==> config.mk <==
export PLATFORM = sky130hd
export DESIGN_NAME = mem_boot_loader
export DESIGN_NICKNAME = d
export VERILOG_FILES = /design/src/rtl/mem_boot_loader.sv
export SDC_FILE = /design/constraint.sdc
export NUM_CORES = 1
export LEC_CHECK = 0
export BUFFER_PORTS_ARGS = -buffer_cell sky130_fd_sc_hd__buf_2
export CORE_MARGIN = 5
export CORE_UTILIZATION = 57
export DETAILED_ROUTE_END_ITERATION = 7
export PLACE_DENSITY = 0.79
export RECOVER_POWER = 50
export REMOVE_ABC_BUFFERS = 1
export SYNTH_ARGS = -nofsm -noshare
export SYNTH_HDL_FRONTEND = slang
export SYNTH_SLANG_ARGS = --single-unit
==> constraint.sdc <==
create_clock -name clk -period 2.9 [get_ports clk]
set_input_delay 0.435 -clock clk [delete_from_list [all_inputs] [get_ports clk]]
set_output_delay 0.435 -clock clk [all_outputs]
set_load 0.005 [all_outputs]
==> src/rtl/mem_boot_loader.sv <==
`default_nettype none
// ============================================================================
// Module  : mem_boot_loader
// Brief   : Framed byte-stream loader that fills instruction/data BRAMs with
//           little-endian words, then releases the CPU on a run command.
// Revision: 1.0 - initial release
// ============================================================================
module mem_boot_loader #(
    parameter int          ADDR_WIDTH = 10,
    parameter int          DATA_WIDTH = 32,
    parameter int          MAX_WORDS  = 256,
    parameter logic [7:0]  CMD_INSTR  = 8'hA5,
    parameter logic [7:0]  CMD_DATA   = 8'h5A,
    parameter logic [7:0]  CMD_RUN    = 8'hC3
) (
    input  logic                  clk,
    input  logic                  rst,
    input  logic [7:0]            s_data,
    input  logic                  s_valid,
    output logic                  s_ready,
    output logic [ADDR_WIDTH-1:0] i_w_addr,
    output logic [DATA_WIDTH-1:0] i_w_dat,
    output logic                  i_w_enb,
    output logic [ADDR_WIDTH-1:0] d_w_addr,
    output logic [DATA_WIDTH-1:0] d_w_dat,
    output logic                  d_w_enb,
    output logic                  pc_stall,
    output logic                  d_bram_init_done,
    output logic                  load_err,
    output logic                  busy
);

    typedef enum logic [2:0] {
        ST_IDLE    = 3'd0,
        ST_CNT_LO  = 3'd1,
        ST_CNT_HI  = 3'd2,
        ST_PAYLOAD = 3'd3,
        ST_WRITE   = 3'd4,
        ST_CHKSUM  = 3'd5,
        ST_ERROR   = 3'd6,
        ST_RUN     = 3'd7
    } state_t;

    localparam logic [16:0] c_max_words = 17'(MAX_WORDS);

    state_t                  r_state;
    state_t                  w_next_state;
    logic                    r_s_ready;
    logic                    w_s_ready_next;
    logic                    r_target_data;
    logic [7:0]              r_cnt_lo;
    logic [15:0]             r_count;
    logic [15:0]             r_index;
    logic [1:0]              r_byte_cnt;
    logic [DATA_WIDTH-1:0]   r_word;
    logic [7:0]              r_chksum;
    logic [ADDR_WIDTH-1:0]   r_i_addr;
    logic [DATA_WIDTH-1:0]   r_i_dat;
    logic [ADDR_WIDTH-1:0]   r_d_addr;
    logic [DATA_WIDTH-1:0]   r_d_dat;

    logic                    w_xfer;
    logic                    w_is_load_cmd;
    logic [15:0]             w_count;
    logic [15:0]             w_index_inc;
    logic [DATA_WIDTH-1:0]   w_word_shifted;
    logic [ADDR_WIDTH-1:0]   w_word_addr;

    assign w_xfer         = s_valid && r_s_ready;
    assign w_is_load_cmd  = (s_data == CMD_INSTR) || (s_data == CMD_DATA);
    assign w_count        = {s_data, r_cnt_lo};
    assign w_index_inc    = r_index + 16'd1;
    // Bytes enter at the top so the first byte ends up in [7:0].
    assign w_word_shifted = {s_data, r_word[DATA_WIDTH-1:8]};
    assign w_word_addr    = ADDR_WIDTH'({r_index, 2'b00});

    always_ff @(posedge clk or negedge rst) begin
        if (!rst) begin
            r_state <= ST_IDLE;
        end else begin
            r_state <= w_next_state;
        end
    end

    always_comb begin
        w_next_state = r_state;
        case (r_state)
            ST_IDLE: begin
                if (w_xfer) begin
                    if (w_is_load_cmd)          w_next_state = ST_CNT_LO;
                    else if (s_data == CMD_RUN) w_next_state = ST_RUN;
                end
            end
            ST_CNT_LO:  if (w_xfer) w_next_state = ST_CNT_HI;
            ST_CNT_HI: begin
                if (w_xfer) begin
                    if ({1'b0, w_count} > c_max_words) w_next_state = ST_ERROR;
                    else if (w_count == 16'd0)         w_next_state = ST_CHKSUM;
                    else                               w_next_state = ST_PAYLOAD;
                end
            end
            ST_PAYLOAD: if (w_xfer && (r_byte_cnt == 2'd3)) w_next_state = ST_WRITE;
            ST_WRITE:   w_next_state = (w_index_inc == r_count) ? ST_CHKSUM : ST_PAYLOAD;
            ST_CHKSUM: begin
                if (w_xfer) w_next_state = (s_data == r_chksum) ? ST_IDLE : ST_ERROR;
            end
            ST_ERROR:   w_next_state = ST_ERROR;
            ST_RUN:     w_next_state = ST_RUN;
            default:    w_next_state = ST_IDLE;
        endcase
    end

    // Ready is registered from the next state so it is glitch-free at the port.
    assign w_s_ready_next = (w_next_state == ST_IDLE)    || (w_next_state == ST_CNT_LO) ||
                            (w_next_state == ST_CNT_HI)  || (w_next_state == ST_PAYLOAD) ||
                            (w_next_state == ST_CHKSUM);

    always_ff @(posedge clk or negedge rst) begin
        if (!rst) begin
            r_s_ready     <= 1'b0;
            r_target_data <= 1'b0;
            r_cnt_lo      <= '0;
            r_count       <= '0;
            r_index       <= '0;
            r_byte_cnt    <= '0;
            r_word        <= '0;
            r_chksum      <= '0;
            r_i_addr      <= '0;
            r_i_dat       <= '0;
            r_d_addr      <= '0;
            r_d_dat       <= '0;
        end else begin
            r_s_ready <= w_s_ready_next;
            case (r_state)
                ST_IDLE: begin
                    if (w_xfer && w_is_load_cmd) begin
                        r_target_data <= (s_data == CMD_DATA);
                        r_chksum      <= '0;
                        r_index       <= '0;
                        r_byte_cnt    <= '0;
                    end
                end
                ST_CNT_LO: if (w_xfer) r_cnt_lo <= s_data;
                ST_CNT_HI: if (w_xfer) r_count  <= w_count;
                ST_PAYLOAD: begin
                    if (w_xfer) begin
                        r_word     <= w_word_shifted;
                        r_chksum   <= r_chksum ^ s_data;
                        r_byte_cnt <= r_byte_cnt + 2'd1;
                        // Only the selected target's port moves; the other holds.
                        if (r_byte_cnt == 2'd3) begin
                            if (r_target_data) begin
                                r_d_addr <= w_word_addr;
                                r_d_dat  <= w_word_shifted;
                            end else begin
                                r_i_addr <= w_word_addr;
                                r_i_dat  <= w_word_shifted;
                            end
                        end
                    end
                end
                ST_WRITE: r_index <= w_index_inc;
                default: ;
            endcase
        end
    end

    assign s_ready          = r_s_ready;
    assign i_w_addr         = r_i_addr;
    assign i_w_dat          = r_i_dat;
    assign i_w_enb          = (r_state == ST_WRITE) && !r_target_data;
    assign d_w_addr         = r_d_addr;
    assign d_w_dat          = r_d_dat;
    assign d_w_enb          = (r_state == ST_WRITE) && r_target_data;
    assign pc_stall         = (r_state != ST_RUN);
    assign d_bram_init_done = (r_state == ST_RUN);
    assign load_err         = (r_state == ST_ERROR);
    assign busy             = (r_state != ST_IDLE) && (r_state != ST_RUN) && (r_state != ST_ERROR);

endmodule
`default_nettype wire

==> qor.yml, run 1 <==
drtIter0Drc: 316
avgSynthCellArea_sq_um: 11.4
synthAdderAreaFrac: 0.00346
post-route-period-util: 0.864
cts_tree: "yes"
dieHeight_um: 123
slew_violations: 73
synth_xor_area_frac: 0.0339
cp_cell_sequence: "nor2_1, nand2_1, buf_4, nor2_1, buf_2"
finalNetCount: 729
numCtsBuffers: 17
drtAntennaViolNets: 0
status: "finished, violations left"
area_growth_pct: 15.2
wl_met3_um: 868
fp-row-count: 41
yosysSeqAreaShare: 0.551
yosys_register_bits: 159
synth.distinct_cells: 55
regArea_sq_um: 3980
multi_input_area_sq_um: 2990
yosys.area_share.simple: 0.132
violations: "capacitance limit, slew limit"
finalHoldViolCount: 0
post_cts_resize_count: 0
path_clk_slew_ns: 0.06
total_power_mw: 7.14
cp-start-kind: "flop"
die_w_um: 123
gr-total-overflow: 0
dieArea_sq_um: 15000
synth_ff_type: "dfrtp_1"
num_antenna_cells: 0
finalSetupViolCount: 0
synthMuxAreaShare: 0.163
via_per_inst: 5.73
leakage_nw: 4.21
hold_class: "primary input to flop"
highest_layer: "met4"
rsz0062_at_grt: "false"
clockBufferDepth: 2
post-cts-setup-buffers: 0
synth_top_family_by_area: "multiplexers"
worst-path-max-fanout: 22
synthArstFlopShare: 1.00
core_sq_um: 12500
io_pins: 102
grt_pass1_wl_um: 27100
cts_max_level: 4
cts_sinks: 159
arrival_ns: 2.07
min_period_ns: 2.51
fillCellCount: 968
cpLargestDelayFamily: "simple AND/OR/NAND/NOR gates"
clock.fmax_ghz: 0.399
slowest_delay_ns: 0.55
wl_per_cell_um: 18.2
pwr_density_cell_nw_per_um2: 858
antenna_found_initial: 0
drt_pre_antenna_iters: 5
track_usage: 0.233
synth_compound_area_frac: 0.0772
clk-insertion-delay-late_ns: 0.42
crit_slowest_cell: "dfrtp_1"
end_kind: "primary output"
drc: 0
finClkSkew_ns: 0.00845
routed_wl_um: 16400
crit_cells: 5
syn-cell-area_sq_um: 7230
syn_inst: 634
setup_tns_ns: 0
grt_max_degree: 73
dp_hpwl_um: 11200
grt_pass1_vias: 5317
dr_wl_met2_um: 8390
gp_congestion: 0.907
initial_core_util: 0.577
crit_top_cell: "nor2_1"
synth-edff-count: 0
crit_buf_inv: 2
rr_worst_depth: 7
min_path_cells: 3
layout-drive-gt1-share: 0.328
crit_type: "flop to primary output"
yosys_warnings: 0
met1Wirelength_um: 7000
holdWs_ns: 0.365
slew_headroom: -0.217
maxCapViolations: 1
numPortBuffers: 97
root_buffer: "clkbuf_16"
postCtsHoldBufs: 0
ir_worst_vdd_v: 0.000548
worstPathRequired_ns: 2.47
tightest_slew_ns: 1.83
num_vias: 5160
report_power, final:
part | internal (mW) | leakage [nW] | switching (mW)
clock | 1.16 | 0.267 | 0.921
sequential | 2.79 | 2.12 | 0.566
combinational | 0.842 | 1.82 | 0.861
total | 4.79 | 4.21 | 2.35
cells in the mapped netlist (2+ instances only):
cell      instances  area, sq um
and4bb_2          2         25.0
and4_1            4         35.0
inv_1             6         22.5
xor2_1           13          114
nand2b_1          5         31.3
nand3_1           9         45.0
buf_2            25          125
and3_1            9         56.3
dfrtp_1         159         3980
nor3_2            2         20.0
mux2_2          100         1130
xnor2_1          15          131
mux2i_1           2         20.0
nor2_1           28          105
ha_1              2         25.0
nor4_1            5         31.3
a211oi_1          3         22.5
nor3_1            6         30.0
o31ai_1           5         37.5
o21ai_0          50          250
clkbuf_1         15         56.3
and3b_1           4         35.0
a31o_2            2         17.5
a21oi_1           9         45.0
nand2_1          94          353
o41ai_1           2         17.5
o22ai_1           3         18.8
and2_1            5         31.3
a31oi_1           6         37.5
mux2_1            3         33.8
nand4_1          10         62.6
buf_4             8         60.1
worst register-to-register path, cell delays in order, from the launching register on:
cell,delay [ns]
dfrtp_1,0.48
ha_1,0.38
nand3_4,0.17
or3_4,0.42
and3_1,0.15
a211oi_1,0.36
a2111oi_2,0.12
a21bo_1,0.19
cell families (layout without fill, tap and decap cells):
group | after synthesis | after routing
adder cells (fa/ha/maj) | 2 | 2
AND/OR/NAND/NOR | 191 | 191
buffers and inverters | 56 | 148
multiplexers | 105 | 105
other | 1 | 4
AO/OA/AOI/OAI | 92 | 92
XOR/XNOR | 28 | 28
flip-flops | 159 | 159
registers in the layout, summed over array words and instances, names as in the netlist:
name,flops
r_chksum,8
r_state,3
r_byte_cnt,2
r_target_data,1
r_count,16
d_w_addr,8
r_cnt_lo,8
s_ready,1
r_index,16
i_w_addr,8
i_w_dat,32
d_w_dat,32
r_word,24
through the flow:
stage / std cells / instance area (sq um) / worst slack, ns / utilization
6_report: 901 / 8330 / 0.394 / 0.665
5_1_grt: 901 / 8330 / 0.173 / 0.665
4_1_cts: 901 / 8370 / 0.375 / 0.669
3_5_place_dp: 869 / 7810 / 0.538 / 0.624
3_3_place_gp: 869 / 7810 / 0.626 / 0.624
2_1_floorplan: 587 / 6980 / -0.156 / -
layout by cell type, fill, tap and decap left out, drive strengths merged, types with 6 or more instances in the layout:
cell,instances
nand2,94
a31oi,6
a21oi,10
and3,9
inv,10
o21ai,51
xor2,13
nor3,8
nor2,28
nor4,6
dfrtp,159
nand4,11
buf,91
clkbuf,39
xnor2,15
nand3,10
mux2,103
path summary, 6_finish.rpt:
check	to	slack, ns	from
setup / recovery	i_w_enb	0.39	r_state[1]
hold / removal	r_word[30]	0.37	s_data[6]
setup reg to reg	r_state[2]	0.52	r_index[0]
hold reg to reg	d_w_addr[9]	0.50	d_w_addr[9]
max in group asynchronous	i_w_dat[11]	0.62	rst
min in group asynchronous	r_index[12]	0.51	rst
per-layer routing:
| layer | up-vias | GRT usage |
|---|---|---|
| met5 | - | 0 |
| met4 | 0 | 0.0672 |
| met3 | 17 | 0.0544 |
| met2 | 168 | 0.389 |
| met1 | 2606 | 0.306 |
| li1 | 2369 | - |
cell type report:
class                   count  area share
flip-flops and latches    159       0.478
multi-input cells         422       0.359
repair buffers            110      0.0672
clock buffers              20      0.0549
well taps                 172      0.0258
clock inverters            12      0.0123
inverters                   6     0.00271
(Power assumes the default switching activity.)
==> run 2: changes to the inputs <==
- CORE_UTILIZATION: 57 -> 30
- PLACE_DENSITY: 0.79 -> unset
==> run 2 against run 1 <==
  * Die area is 82% higher
  * The flow still finishes with violations (capacitance limit, slew limit)
  * Critical path depth increased by 2
  * Global-route usage fell by 10 points
  * Final cell count increased by 17%
  * Sequential cell count is the same
==> qor.yml, run 2 (synthesis gave the netlist of run 1 again) <==
drc: 0  # unchanged
setup_tns_ns: 0  # unchanged
gp_congestion: 0.824  # -9.2%
drt_pre_antenna_iters: 4  # -1
worstPathRequired_ns: 3.17  # +0.70 ns
gr-total-overflow: 0  # unchanged
cp-start-kind: "flop"
tightest_slew_ns: 1.67  # -0.158 ns
cts_max_level: 4  # unchanged
die_w_um: 165  # +35%
num_vias: 5000  # -3.1%
dp_hpwl_um: 11900  # +6.0%
clock.fmax_ghz: 0.409  # +2.6%
numPortBuffers: 97  # unchanged
dieHeight_um: 165  # +35%
drtAntennaViolNets: 0  # unchanged
maxCapViolations: 1  # unchanged
fp-row-count: 56  # +37%
layout-drive-gt1-share: 0.312  # -0.0159
area_growth_pct: 18.2
ir_worst_vdd_v: 0.000361  # -34%
antenna_found_initial: 1  # +1
drtIter0Drc: 340  # +7.6%
io_pins: 102  # unchanged
finalNetCount: 732  # +0.41%
grt_pass1_vias: 4908  # -7.7%
wl_per_cell_um: 16.8  # -8.1%
finClkSkew_ns: 0.0148  # +0.00639 ns
initial_core_util: 0.306  # -0.271
leakage_nw: 4.17  # -0.86%
num_antenna_cells: 0  # unchanged
rsz0062_at_grt: "false"
slew_headroom: -0.111  # +0.106
violations: "capacitance limit, slew limit"
layout_commonest_cell: "dfrtp_1"
core_sq_um: 23600  # +89%
mostFrequentLayoutCells: "dfrtp_1, mux2_2, nand2_1"
cts_tree: "yes"
cts_sinks: 159  # unchanged
pwr_density_cell_nw_per_um2: 839  # -2.2%
clk-insertion-delay-late_ns: 0.42  # about the same
end_kind: "flop"
finalSetupViolCount: 0  # unchanged
utilization: 0.362  # -0.303
clockBufferDepth: 2  # unchanged
numCtsBuffers: 17  # unchanged
post-cts-setup-buffers: 0  # unchanged
post_cts_resize_count: 0  # unchanged
root_buffer: "clkbuf_16"
holdWs_ns: 0.371  # +0.00583 ns
min_period_ns: 2.44  # -0.0644 ns
arrival_ns: 2.72  # +0.65 ns
grt_max_degree: 62  # -15%
total_power_mw: 7.17  # +0.40%
postCtsHoldBufs: 0  # unchanged
routed_wl_um: 17600  # +7.1%
via_per_inst: 4.76  # -17%
post-route-period-util: 0.842  # -0.0222
grt_pass1_wl_um: 28100  # +3.7%
slew_violations: 61  # -16%
hold_class: "primary input to flop"
crit_type: "flop to flop"
track_usage: 0.132  # -0.100
worst-path-max-fanout: 9  # -59%
status: "finished, violations left"
finalHoldViolCount: 0  # unchanged
path_clk_slew_ns: 0.07  # about the same
dieArea_sq_um: 27300  # +82%
run 2: metal layers:
layer	part of all wire	track usage	wire length, um	vias up
met5	0.00040	0	7	-
met4	0.0049	0.0295	87	2
met3	0.053	0.0372	928	4
met2	0.47	0.207	8330	113
met1	0.47	0.184	8240	2491
li1	-	-	-	2390
run 2: path summary, 6_finish.rpt:
path,start,slack (ns),cells after the start,to
setup / recovery,r_index[0],0.46,7,r_state[1]
hold / removal,s_data[5],0.37,3,r_word[29]
setup reg to reg,r_index[0],0.46,7,r_state[1]
hold reg to reg,d_w_addr[8],0.48,2,d_w_addr[8]
max in group asynchronous,rst,0.91,2,d_w_dat[14]
min in group asynchronous,rst,0.43,1,d_w_dat[30]
run 2: worst max-delay path: stages (launching register included):
cell,delay [ns]
dfrtp_1,0.49
ha_1,0.38
nand3_4,0.18
nor4_2,0.44
xnor2_1,0.17
o22ai_1,0.11
a2111oi_2,0.40
a21oi_1,0.12
run 2: per-stage QoR:
| stage | setup WS [ns] | cell area, sq um | std cells |
|---|---|---|---|
| floorplan | -0.156 | 6980 | 587 |
| detailed placement | 0.535 | 8030 | 1019 |
| global route | 0.260 | 8550 | 1050 |
| CTS | 0.476 | 8600 | 1050 |
| global placement | 0.578 | 8030 | 1019 |
| finish | 0.458 | 8550 | 1050 |
run 2: cell type report:
type | instances | area (sq um)
Timing Repair Buffer | 113 | 586
Clock inverter | 10 | 104
Fill cell | 2386 | 15100
Inverter | 6 | 22.5
Multi-Input combinational cell | 422 | 3000
Sequential cell | 159 | 3980
Tap cell | 319 | 399
Clock buffer | 21 | 460
run 2: power breakdown:
group          internal, mW  switching [mW]  leakage (nW)
Combinational         0.849           0.851          1.79
Clock                  1.24           0.917         0.263
Sequential             2.79           0.526          2.12
Total                  4.87            2.29          4.17
